File: config.mk
export PLATFORM = sky130hd
export DESIGN_NAME = imem_loader_flat
export DESIGN_NICKNAME = d
export VERILOG_FILES = /design/src/rtl/imem_loader_if.sv /design/src/rtl/imem_loader.sv /design/src/flat_wrapper.sv
export SDC_FILE = /design/constraint.sdc
export NUM_CORES = 1
export LEC_CHECK = 0
export CORE_MARGIN = 2
export CORE_UTILIZATION = 61
export CTS_CLUSTER_DIAMETER = 40
export DETAILED_ROUTE_END_ITERATION = 10
export PLACE_DENSITY = 0.82
export RECOVER_POWER = 25
export SLEW_MARGIN = 20
export SYNTH_ARGS = -nofsm -noshare
export SYNTH_HDL_FRONTEND = slang
export SYNTH_SLANG_ARGS = --single-unit
File: constraint.sdc
create_clock -name i_clk -period 9.3 [get_ports i_clk]
set_input_delay 2.79 -clock i_clk [delete_from_list [all_inputs] [get_ports i_clk]]
set_output_delay 2.79 -clock i_clk [all_outputs]
set_load 0.01 [all_outputs]
File: src/rtl/imem_loader_if.sv
// Byte-stream and instruction-SRAM write signals for imem_loader.
// master = stream source / observer, slave = the loader itself.
interface imem_loader_if;
    logic [7:0]  byte_in;
    logic        byte_valid;
    logic        byte_ready;
    logic        mem_cs;
    logic        mem_oe;
    logic        mem_we;
    logic [31:0] mem_addr;
    logic [31:0] mem_din;

    modport master (
        output byte_in, byte_valid,
        input  byte_ready, mem_cs, mem_oe, mem_we, mem_addr, mem_din
    );

    modport slave (
        input  byte_in, byte_valid,
        output byte_ready, mem_cs, mem_oe, mem_we, mem_addr, mem_din
    );
endinterface

File: src/rtl/imem_loader.sv
// Boot loader: assembles a big-endian byte stream into words and writes them to instruction SRAM.
// Optional trailing XOR checksum byte enabled by defining IMEM_LOADER_CHKSUM_EN.
module imem_loader #(
    parameter logic [31:0] BASE_ADDR = 32'h0040_0000,
    parameter logic [31:0] MAX_WORDS = 32'd1024
) (
    input  logic          i_clk,
    input  logic          i_rst_n,
    input  logic          i_start,
    imem_loader_if.slave  bus,
    output logic          o_cpu_hold,
    output logic          o_done,
    output logic          o_err
);

`ifdef IMEM_LOADER_CHKSUM_EN
    typedef enum logic [2:0] {
        S_IDLE  = 3'd0,
        S_HDR   = 3'd1,
        S_DATA  = 3'd2,
        S_WRITE = 3'd3,
        S_DONE  = 3'd4,
        S_ERROR = 3'd5,
        S_CHK   = 3'd6
    } state_t;
`else
    typedef enum logic [2:0] {
        S_IDLE  = 3'd0,
        S_HDR   = 3'd1,
        S_DATA  = 3'd2,
        S_WRITE = 3'd3,
        S_DONE  = 3'd4,
        S_ERROR = 3'd5
    } state_t;
`endif

    state_t      r_state;
    logic [1:0]  r_byte_cnt;
    logic [31:0] r_idx;
    logic [31:0] r_count;
    logic [23:0] r_shift;
    logic        r_byte_ready;
    logic        r_mem_cs;
    logic        r_mem_we;
    logic [31:0] r_mem_addr;
    logic [31:0] r_mem_din;
    logic        r_cpu_hold;
    logic        r_done;
    logic        r_err;
`ifdef IMEM_LOADER_CHKSUM_EN
    logic [7:0]  r_chk;
`endif

    logic        w_accept;
    logic [31:0] w_word;
    logic [31:0] w_idx_next;
    logic [31:0] w_addr;

    // byte_ready is registered, so acceptance is decided by the value already on the port
    assign w_accept   = bus.byte_valid && r_byte_ready;
    assign w_word     = {r_shift, bus.byte_in};
    assign w_idx_next = r_idx + 32'd1;
    assign w_addr     = BASE_ADDR + (r_idx << 2);

    assign bus.byte_ready = r_byte_ready;
    assign bus.mem_cs     = r_mem_cs;
    assign bus.mem_oe     = 1'b0;
    assign bus.mem_we     = r_mem_we;
    assign bus.mem_addr   = r_mem_addr;
    assign bus.mem_din    = r_mem_din;
    assign o_cpu_hold     = r_cpu_hold;
    assign o_done         = r_done;
    assign o_err          = r_err;

    // Loader FSM; every output is set on the transition into the state that owns it
    always_ff @(posedge i_clk) begin
        if (!i_rst_n) begin
            r_state      <= S_IDLE;
            r_byte_cnt   <= 2'd0;
            r_idx        <= 32'd0;
            r_count      <= 32'd0;
            r_shift      <= 24'd0;
            r_byte_ready <= 1'b0;
            r_mem_cs     <= 1'b0;
            r_mem_we     <= 1'b0;
            r_mem_addr   <= 32'd0;
            r_mem_din    <= 32'd0;
            r_cpu_hold   <= 1'b1;
            r_done       <= 1'b0;
            r_err        <= 1'b0;
`ifdef IMEM_LOADER_CHKSUM_EN
            r_chk        <= 8'd0;
`endif
        end else begin
            r_mem_cs <= 1'b0;
            r_mem_we <= 1'b0;
            case (r_state)
                S_IDLE, S_DONE, S_ERROR: begin
                    if (i_start) begin
                        r_state      <= S_HDR;
                        r_byte_cnt   <= 2'd0;
                        r_idx        <= 32'd0;
                        r_done       <= 1'b0;
                        r_err        <= 1'b0;
                        r_byte_ready <= 1'b1;
                        r_cpu_hold   <= 1'b1;
`ifdef IMEM_LOADER_CHKSUM_EN
                        r_chk        <= 8'd0;
`endif
                    end
                end
                S_HDR: begin
                    if (w_accept) begin
                        r_shift    <= w_word[23:0];
                        r_byte_cnt <= r_byte_cnt + 2'd1;
                        if (r_byte_cnt == 2'd3) begin
                            r_count <= w_word;
                            if (w_word == 32'd0) begin
`ifdef IMEM_LOADER_CHKSUM_EN
                                r_state      <= S_CHK;
`else
                                r_state      <= S_DONE;
                                r_done       <= 1'b1;
                                r_cpu_hold   <= 1'b0;
                                r_byte_ready <= 1'b0;
`endif
                            end else if (w_word > MAX_WORDS) begin
                                r_state      <= S_ERROR;
                                r_err        <= 1'b1;
                                r_cpu_hold   <= 1'b1;
                                r_byte_ready <= 1'b0;
                            end else begin
                                r_state <= S_DATA;
                            end
                        end
                    end
                end
                S_DATA: begin
                    if (w_accept) begin
                        r_shift    <= w_word[23:0];
                        r_byte_cnt <= r_byte_cnt + 2'd1;
`ifdef IMEM_LOADER_CHKSUM_EN
                        r_chk      <= r_chk ^ bus.byte_in;
`endif
                        if (r_byte_cnt == 2'd3) begin
                            r_state      <= S_WRITE;
                            r_byte_ready <= 1'b0;
                            r_mem_cs     <= 1'b1;
                            r_mem_we     <= 1'b1;
                            r_mem_addr   <= w_addr;
                            r_mem_din    <= w_word;
                        end
                    end
                end
                S_WRITE: begin
                    r_idx <= w_idx_next;
                    if (w_idx_next == r_count) begin
`ifdef IMEM_LOADER_CHKSUM_EN
                        r_state      <= S_CHK;
                        r_byte_ready <= 1'b1;
`else
                        r_state      <= S_DONE;
                        r_done       <= 1'b1;
                        r_cpu_hold   <= 1'b0;
                        r_byte_ready <= 1'b0;
`endif
                    end else begin
                        r_state      <= S_DATA;
                        r_byte_ready <= 1'b1;
                    end
                end
`ifdef IMEM_LOADER_CHKSUM_EN
                S_CHK: begin
                    if (w_accept) begin
                        r_byte_ready <= 1'b0;
                        if (bus.byte_in == r_chk) begin
                            r_state    <= S_DONE;
                            r_done     <= 1'b1;
                            r_cpu_hold <= 1'b0;
                        end else begin
                            r_state    <= S_ERROR;
                            r_err      <= 1'b1;
                            r_cpu_hold <= 1'b1;
                        end
                    end
                end
`endif
                default: begin
                    r_state      <= S_IDLE;
                    r_byte_ready <= 1'b0;
                    r_cpu_hold   <= 1'b1;
                end
            endcase
        end
    end

endmodule

File: src/flat_wrapper.sv
// flat-port wrapper written by rule: the top's interface ports become plain ports
module imem_loader_flat 
#(
    parameter logic [31:0] BASE_ADDR = 32'h0040_0000,
    parameter logic [31:0] MAX_WORDS = 32'd1024
)
  (i_clk, i_rst_n, i_start, o_cpu_hold, o_done, o_err, bus_byte_in, bus_byte_valid, bus_byte_ready, bus_mem_cs, bus_mem_oe, bus_mem_we, bus_mem_addr, bus_mem_din);
  imem_loader_if bus_i ();
  input  logic i_clk;
  input  logic i_rst_n;
  input  logic i_start;
  output logic o_cpu_hold;
  output logic o_done;
  output logic o_err;
  input wire logic [$bits(bus_i.byte_in)-1:0] bus_byte_in;
  input wire logic [$bits(bus_i.byte_valid)-1:0] bus_byte_valid;
  output wire logic [$bits(bus_i.byte_ready)-1:0] bus_byte_ready;
  output wire logic [$bits(bus_i.mem_cs)-1:0] bus_mem_cs;
  output wire logic [$bits(bus_i.mem_oe)-1:0] bus_mem_oe;
  output wire logic [$bits(bus_i.mem_we)-1:0] bus_mem_we;
  output wire logic [$bits(bus_i.mem_addr)-1:0] bus_mem_addr;
  output wire logic [$bits(bus_i.mem_din)-1:0] bus_mem_din;
  assign bus_i.byte_in = bus_byte_in;
  assign bus_i.byte_valid = bus_byte_valid;
  assign bus_byte_ready = bus_i.byte_ready;
  assign bus_mem_cs = bus_i.mem_cs;
  assign bus_mem_oe = bus_i.mem_oe;
  assign bus_mem_we = bus_i.mem_we;
  assign bus_mem_addr = bus_i.mem_addr;
  assign bus_mem_din = bus_i.mem_din;
  imem_loader #(.BASE_ADDR(BASE_ADDR), .MAX_WORDS(MAX_WORDS)) u_core (.i_clk(i_clk), .i_rst_n(i_rst_n), .i_start(i_start), .bus(bus_i), .o_cpu_hold(o_cpu_hold), .o_done(o_done), .o_err(o_err));
endmodule
# Yosys cells after proc, flatten, opt, wreduce, memory -nomap -nowiden
# Cells that the tools add are included.
# op_classes
addsub,3
mul,0
div,0
magnitude_cmp,1
eq_ne,18
n_shift,0
muxes,40
bitwise,1
reduce_logical,20
# op_table
op,n
one-hot mux 32 bit (2 select lines),1
adder 23 x 32 -> 32 bit (first input constant),1
adder 32 x 1 -> 32 bit (second input constant),1
== test 32 bit,1
greater-than comparator 32 x 11 -> 1 bit (second input constant),1
logical NOT 32 bit,1
2-to-1 mux 32 bit,1
2-to-1 mux 3 bit,8
AND reduction 6 bit,4
2-to-1 mux 1 bit,22
inequality test 2 x 1 -> 1 bit (second input constant),8
one-hot mux 3 bit (4 select lines),1
AND reduction 3 bit,4
one-hot mux 1 bit (4 select lines),2
== test 3 x 2 -> 1 bit (second input constant),2
== test 3 bit (second input constant),2
nonzero test 2 bit,3
AND reduction 5 bit,1
2-to-1 mux 2 bit,2
inequality test 2 bit (second input constant),2
one-hot mux 2 bit (2 select lines),1
AND reduction 2 bit,2
== test 3 x 1 -> 1 bit (second input constant),1
logical NOT 3 bit,1
10 further kinds,10
# totals
ff_bits,162
latch_bits,0
mem_bits_rw,0
romBits,0
output_inout_bits,71
word_cells,95
memories,0

# Depth between registers and ports, before layout
# Gate-level depths: netlist (run 1).
# depth
ltp_word,6
depth_mapped,10
ltp_nobuf,9

# Least setup slack after synthesis (run 1)
# Ideal clock, no wire load.
# synth_path
path_type,input to register
startpoint,in bus_byte_in[6]
endpoint,"reg u_core.r_cpu_hold, in the netlist u_core.o_cpu_hold"
t_arrival_ps,4713
required_time_ps,9166
path_slack_ps,4453
cell_stages,8
n_path_buf,0
path_cell_list,or4_1 > o31a_1 > nor4_1 > a211oi_1 > o211ai_1 > nor4_1 > a2111oi_0 > a31oi_1
# synth_via
elab_chain_len,5
# synth_lines
item,line,source
start: declaration,flat_wrapper.sv:15,input wire logic [$bits(bus_i.byte_in)-1:0] bus_byte_in;
"parallel branches: the longest is 5 deep, another holds greater-than comparator 32 x 11 -> 1 bit",-,
end signal: assignment,imem_loader.sv:106,r_cpu_hold <= 1'b1;
end signal: assignment,imem_loader.sv:124,r_cpu_hold <= 1'b0;
end signal: assignment,imem_loader.sv:130,r_cpu_hold <= 1'b1;
end: declaration,imem_loader.sv:47,logic r_cpu_hold;
# Parallel ways; which one is timed is not known. The select of a mux whose other input is x is not followed.
# A chain may end at the register's enable or synchronous reset.

# Worst setup path after layout (run 1)
# Same ends and word-level chain as after synthesis.

==> results_dict.tcl, run 1 <==
set metrics [dict create \
    crit_chain "clkdlybuf4s50_1 > or4_1 > o31a_1 > nor4_1 > a211oi_1 > o211ai_1 > nor4_1 > a2111oi_0 > a31oi_1" \
    nFillCells 1031 \
    synth_edf_count 0 \
    antenna_found_initial 1 \
    grt_max_degree 108 \
    rsz0062_at_grt "no" \
    final_nets 1054 \
    relSlewSlack 0.2632 \
    finClkSkew_ps 8.558 \
    gp_congestion 0.9502 \
    hold_viol 0 \
    initial_core_util 0.6211 \
    drive_gt1_frac 0.05614 \
    fin_cells 1223 \
    area.growth.synth_to_final_pct 15.60 \
    setup_ws_ps 3993 \
    p_total_uw 1500 \
    synthTopCellsByCount "nand2_1, dfxtp_1, a21oi_1" \
    die_height_um 117.1 \
    insertedDiodeCount 0 \
    core_area_um2 12570 \
    firstDrtPassIters 7 \
    viasPerCell 6.029 \
    dp_cells 1192 \
    hpwl_mm 14.05 \
    critical_path_required_ps 9600 \
    yosys-top-cells-area "dfxtp_1, nand2_1, a21oi_1" \
    cts_max_path_buffers 2 \
    netlist.area_leader.share 0.4103 \
    synth_most_common_cell "nand2_1" \
    antenna_left 0 \
    vias 7373 \
    num_io_pins 83 \
    cts-root-buf "clkbuf_16" \
    multiInputGateArea_um2 4094 \
    power_density_nw_per_um2 166.2 \
    port_buffers 79 \
    dp_slack_ps 3582 \
    wl_per_cell_um 16.90 \
    synth_ff_type "dfxtp_1" \
    cap_violations 0 \
    cp_top_family "compound AO/OA/AOI/OAI gates" \
    outcome "finished, final reports clean" \
    use_met3 0.06488 \
    grt.met2_usage 0.5141 \
    ctsResizeCount 0 \
    numCtsBuffers 17 \
    ys_seq_elements 160 \
    grt_usage 0.3130 \
    hold_buffers 0 \
    synth-async-reset-ratio 0 \
    syn_area_um2 7806 \
    synth_cells 1017 \
    dr.first_iter.drc_count 624 \
    crit_arrival_ps 5600 \
    avgSynthCellArea_um2 7.676 \
    worstMarginPinSlew_ps 1095 \
    critPathMostFrequentCell "nor4_1" \
    postCtsSetupBuffers 0 \
    grt_use_met1 0.4077 \
    drc 0 \
    cp_slowest_stage_delay_ps 590 \
    critPathMaxFanout 4 \
    p_leak_uw 0.003211 \
    rows 41 \
    max_freq_mhz 188.4 \
    finalSetupTns_ps 0 \
    grt_pass1_vias 6587 \
    crit_slowest_cell "or4_1" \
    wirelength_mm 20.67 \
    numClockSinks 160 \
    yosysTopAreaCell "dfxtp_1" \
    seq_area_um2 3203 \
    dieWidth_um 117.1 \
    die_area_um2 13720 \
    maxSlewViolCount 0 \
    cts_tree "built" \
    top_usage_layer "met2" \
    cp_num_buf_inv 1 \
    clk_latency_ps 430 \
    post-route-min-period_ps 5307 \
    cp-end-kind "flop" \
    synth_cell_types 72 \
    cts.reportedPaths.clkPinSlew_ps 60 \
    ys_seq_area_frac 0.4103 \
    finalSetupViolCount 0 \
    hp-class "reg2reg" \
    post-route-period-util 0.5707 \
    grt_pass1_wl_mm 33.38 \
    ys_warn_count 0 \
    gr-total-overflow 0 \
    h-tree-depth 4 \
    cp-start-kind "input port" \
    ir_worst_vdd_uv 179.6 \
    path_class "in2reg" \
]
-- power by group --
part,internal [µW],switching (µW)
Clock,465,283
Combinational,17.9,39.9
Sequential,688,5.00
Total,1170,328
-- cell families after synthesis --
family	synth area share
buf+inv	0.06796
fa+ha+maj	0.004809
xor+xnor	0.05914
other cells	0.0004804
flops	0.4103
compound gates	0.1837
mux	0.005129
simple gates	0.2685
-- metrics by stage --
step	instance area [µm²]	hold WS, ps	util
after floorplan	7814	447.2	-
after global placement	8388	440.5	0.6674
after detailed placement	8388	445.3	0.6674
after CTS	9024	453.7	0.7180
after global routing	9024	467.8	0.7180
final	9024	445.9	0.7180
-- metal layers --
layer  part of all wire  up-vias
met3              0.071       37
met2               0.48      298
met1               0.42     3466
met4              0.026        0
li1                   -     3572
met5                  0        -
-- layout by cell type (no fill, tap or decap), types with 4 or more instances in the layout --
master,synthesis,layout
o211ai_1,4,4
xor2_1,17,17
and3_1,11,11
or3_1,4,4
clkbuf_16,0,17
nand2_1,268,267
clkdlybuf4s50_1,0,22
nor4_1,16,15
a31oi_1,7,7
o21ai_0,25,25
nand4_1,12,12
mux2i_1,4,4
inv_1,6,6
nor2_1,59,59
dlygate4sd3_1,0,57
a21oi_1,150,150
nor3_1,22,21
nand3_1,27,27
bufinv_16,0,4
nand2b_1,7,7
a211oi_1,13,13
buf_4,8,7
or4_1,6,6
a311oi_1,8,8
dfxtp_1,160,160
and4_1,6,6
xnor2_1,33,33
a31o_2,4,4
-- worst paths after layout --
check             cells after the start  slack (ps)                     from                      end
setup / recovery                      9        3990           bus_byte_in[6]        u_core.o_cpu_hold
hold / removal                        2         450  u_core.bus.mem_addr[15]  u_core.bus.mem_addr[15]
setup reg to reg                      9        5290          u_core.r_idx[0]        u_core.r_state[1]
hold reg to reg                       2         450  u_core.bus.mem_addr[15]  u_core.bus.mem_addr[15]
-- worst min-delay path, stage by stage (launching register included) --
cell and delay [ps]:
dfxtp_1 300, nand2_1 50, a21oi_1 50
-- registers in the layout (all words and copies together) (netlist names) --
name	count
u_core.o_err	1
u_core.bus.mem_we	1
u_core.o_done	1
u_core.bus.mem_din	32
u_core.r_state	3
u_core.r_count	32
u_core.bus.byte_ready	1
u_core.r_byte_cnt	2
u_core.r_shift	24
u_core.o_cpu_hold	1
u_core.bus.mem_addr	30
u_core.r_idx	32
-- final cells by class --
| cell class | count | share of cell area |
|---|---|---|
| clock inverters | 11 | 0.01983 |
| clock buffers | 20 | 0.05061 |
| multi-input cells | 766 | 0.4537 |
| inverters | 8 | 0.003605 |
| repair buffers | 86 | 0.09346 |
| well taps | 172 | 0.02385 |
| flip-flops and latches | 160 | 0.3550 |
Note: power is estimated with default switching activity, not from simulation.
==> run 2, diff against run 1 <==
- CORE_UTILIZATION: 61 -> 51
- PLACE_DENSITY: 0.82 -> 0.73
- clock period: 9.3 -> 4.6 ns (I/O delays scaled with it)
==> results_dict.tcl, run 2 (same netlist as run 1, synthesis figures left out) <==
set metrics [dict create \
    cp-end-kind "flop" \
    critical_path_required_ps 4940 \
    grt_max_degree 46 \
    setup_ws_ps 571.9 \
    finalSetupTns_ps 0 \
    core_area_um2 15090 \
    die_height_um 127.7 \
    postCtsSetupBuffers 0 \
    vias 7333 \
    clk_latency_ps 430 \
    die_area_um2 16310 \
    ir_worst_vdd_uv 314.8 \
    gr-total-overflow 0 \
    ctsResizeCount 0 \
    grt_usage 0.2689 \
    area.growth.synth_to_final_pct 16.17 \
    numClockSinks 160 \
    hpwl_mm 14.92 \
    cp-start-kind "input port" \
    wirelength_mm 21.49 \
    crit_arrival_ps 4370 \
    grt_pass1_wl_mm 34.62 \
    antenna_left 0 \
    fin_cells 1248 \
    dpl_cell_area_um2 8493 \
    hold_depth 2 \
    hold_viol 0 \
    crit_slowest_cell "clkinvlp_2" \
    cp.depth 4 \
    cp_slowest_stage_delay_ps 1190 \
    cts_max_path_buffers 2 \
    drc 0 \
    hold_buffers 0 \
    finalSetupViolCount 0 \
    maxSlewViolCount 0 \
    final_cell_area_um2 9069 \
    cp_num_buf_inv 3 \
    cts.reportedPaths.clkPinSlew_ps 60 \
    hp-class "reg2reg" \
    finClkSkew_ps 10.51 \
    r2r_cells 9 \
    drive_gt1_frac 0.06415 \
    rows 45 \
    initial_core_util 0.5173 \
    layout_common_cells "nand2_1, dfxtp_1, a21oi_1" \
    dr.first_iter.drc_count 705 \
    worstMarginPinSlew_ps 1314 \
    dieWidth_um 127.7 \
    whs_ps 450.4 \
    firstDrtPassIters 5 \
    max_freq_mhz 248.3 \
    h-tree-depth 4 \
    gp_congestion 0.9669 \
    outcome "finished, final reports clean" \
    p_leak_uw 0.003219 \
    final_nets 1062 \
    wl_per_cell_um 17.22 \
    post-route-min-period_ps 4028 \
    cts-root-buf "clkbuf_16" \
    viasPerCell 5.876 \
    antenna_found_initial 0 \
    rsz0062_at_grt "no" \
    num_io_pins 83 \
    relSlewSlack 0.1194 \
    path_class "in2reg" \
    final_common_cell "nand2_1" \
    dp_slack_ps 158.8 \
    critPathMaxFanout 45 \
    port_buffers 79 \
    post-route-period-util 0.8757 \
    cp_top_family "buffers and inverters" \
    power_density_nw_per_um2 327.1 \
    dp_cells 1216 \
    crit_chain "clkdlybuf4s50_1 > clkinvlp_2 > buf_2 > a21oi_1" \
    grt_pass1_vias 6566 \
    cts_tree "built" \
    cap_violations 0 \
    insertedDiodeCount 0 \
    numCtsBuffers 17 \
]
run 2: changes by cell type in the layout (fill, tap and decap cells not counted), moves of 2 or more:
cell,delta
bufinv_16,-2
dlygate4sd3_1,-5
buf_4,+6
inv_6,+2
clkdlybuf4s50_1,+5
run 2: path summary, 6_finish.rpt:
path,start,to,slack (ps)
worst max-delay path,i_rst_n,u_core.r_count[25],570
worst min-delay path,u_core.bus.mem_addr[19],u_core.bus.mem_addr[19],450
worst max register to register,u_core.r_idx[0],u_core.r_state[2],1040
worst min register to register,u_core.bus.mem_addr[19],u_core.bus.mem_addr[19],450
run 2: routing by layer:
layer	wire, µm	global-route usage
met2	10180	0.4240
met4	507	0.09308
met3	1526	0.06302
met1	9270	0.3633
met5	0	0
run 2: metrics by stage:
step / total power (µW) / util
6_report: 2967 / 0.6010
5_1_grt: 3056 / 0.6010
4_1_cts: 2987 / 0.6029
3_5_place_dp: 1558 / 0.5629
3_3_place_gp: 1557 / 0.5629
2_1_floorplan: 1512 / -
run 2: area by class of cell:
type	instances	area, µm²
Multi-Input combinational cell	766	4094
Tap cell	188	235.2
Clock inverter	12	147.6
Sequential cell	160	3203
Fill cell	1398	6021
Timing Repair Buffer	94	900.9
Clock buffer	20	456.7
Inverter	8	31.28
run 2: report_power, final:
group / internal [µW] / switching, µW / total, µW
clock network: 842 / 598 / 1440
registers: 1390 / 10.9 / 1400
logic: 40.9 / 83.3 / 124
run 2: worst register-to-register path, cell delays in order (launching register included):
cell	delay (ps)
dfxtp_1	520
ha_1	300
and3_1	380
nand2_1	240
or4_1	630
mux2i_1	260
o2111ai_1	150
or4_4	540
or3_1	340
a21oi_1	140
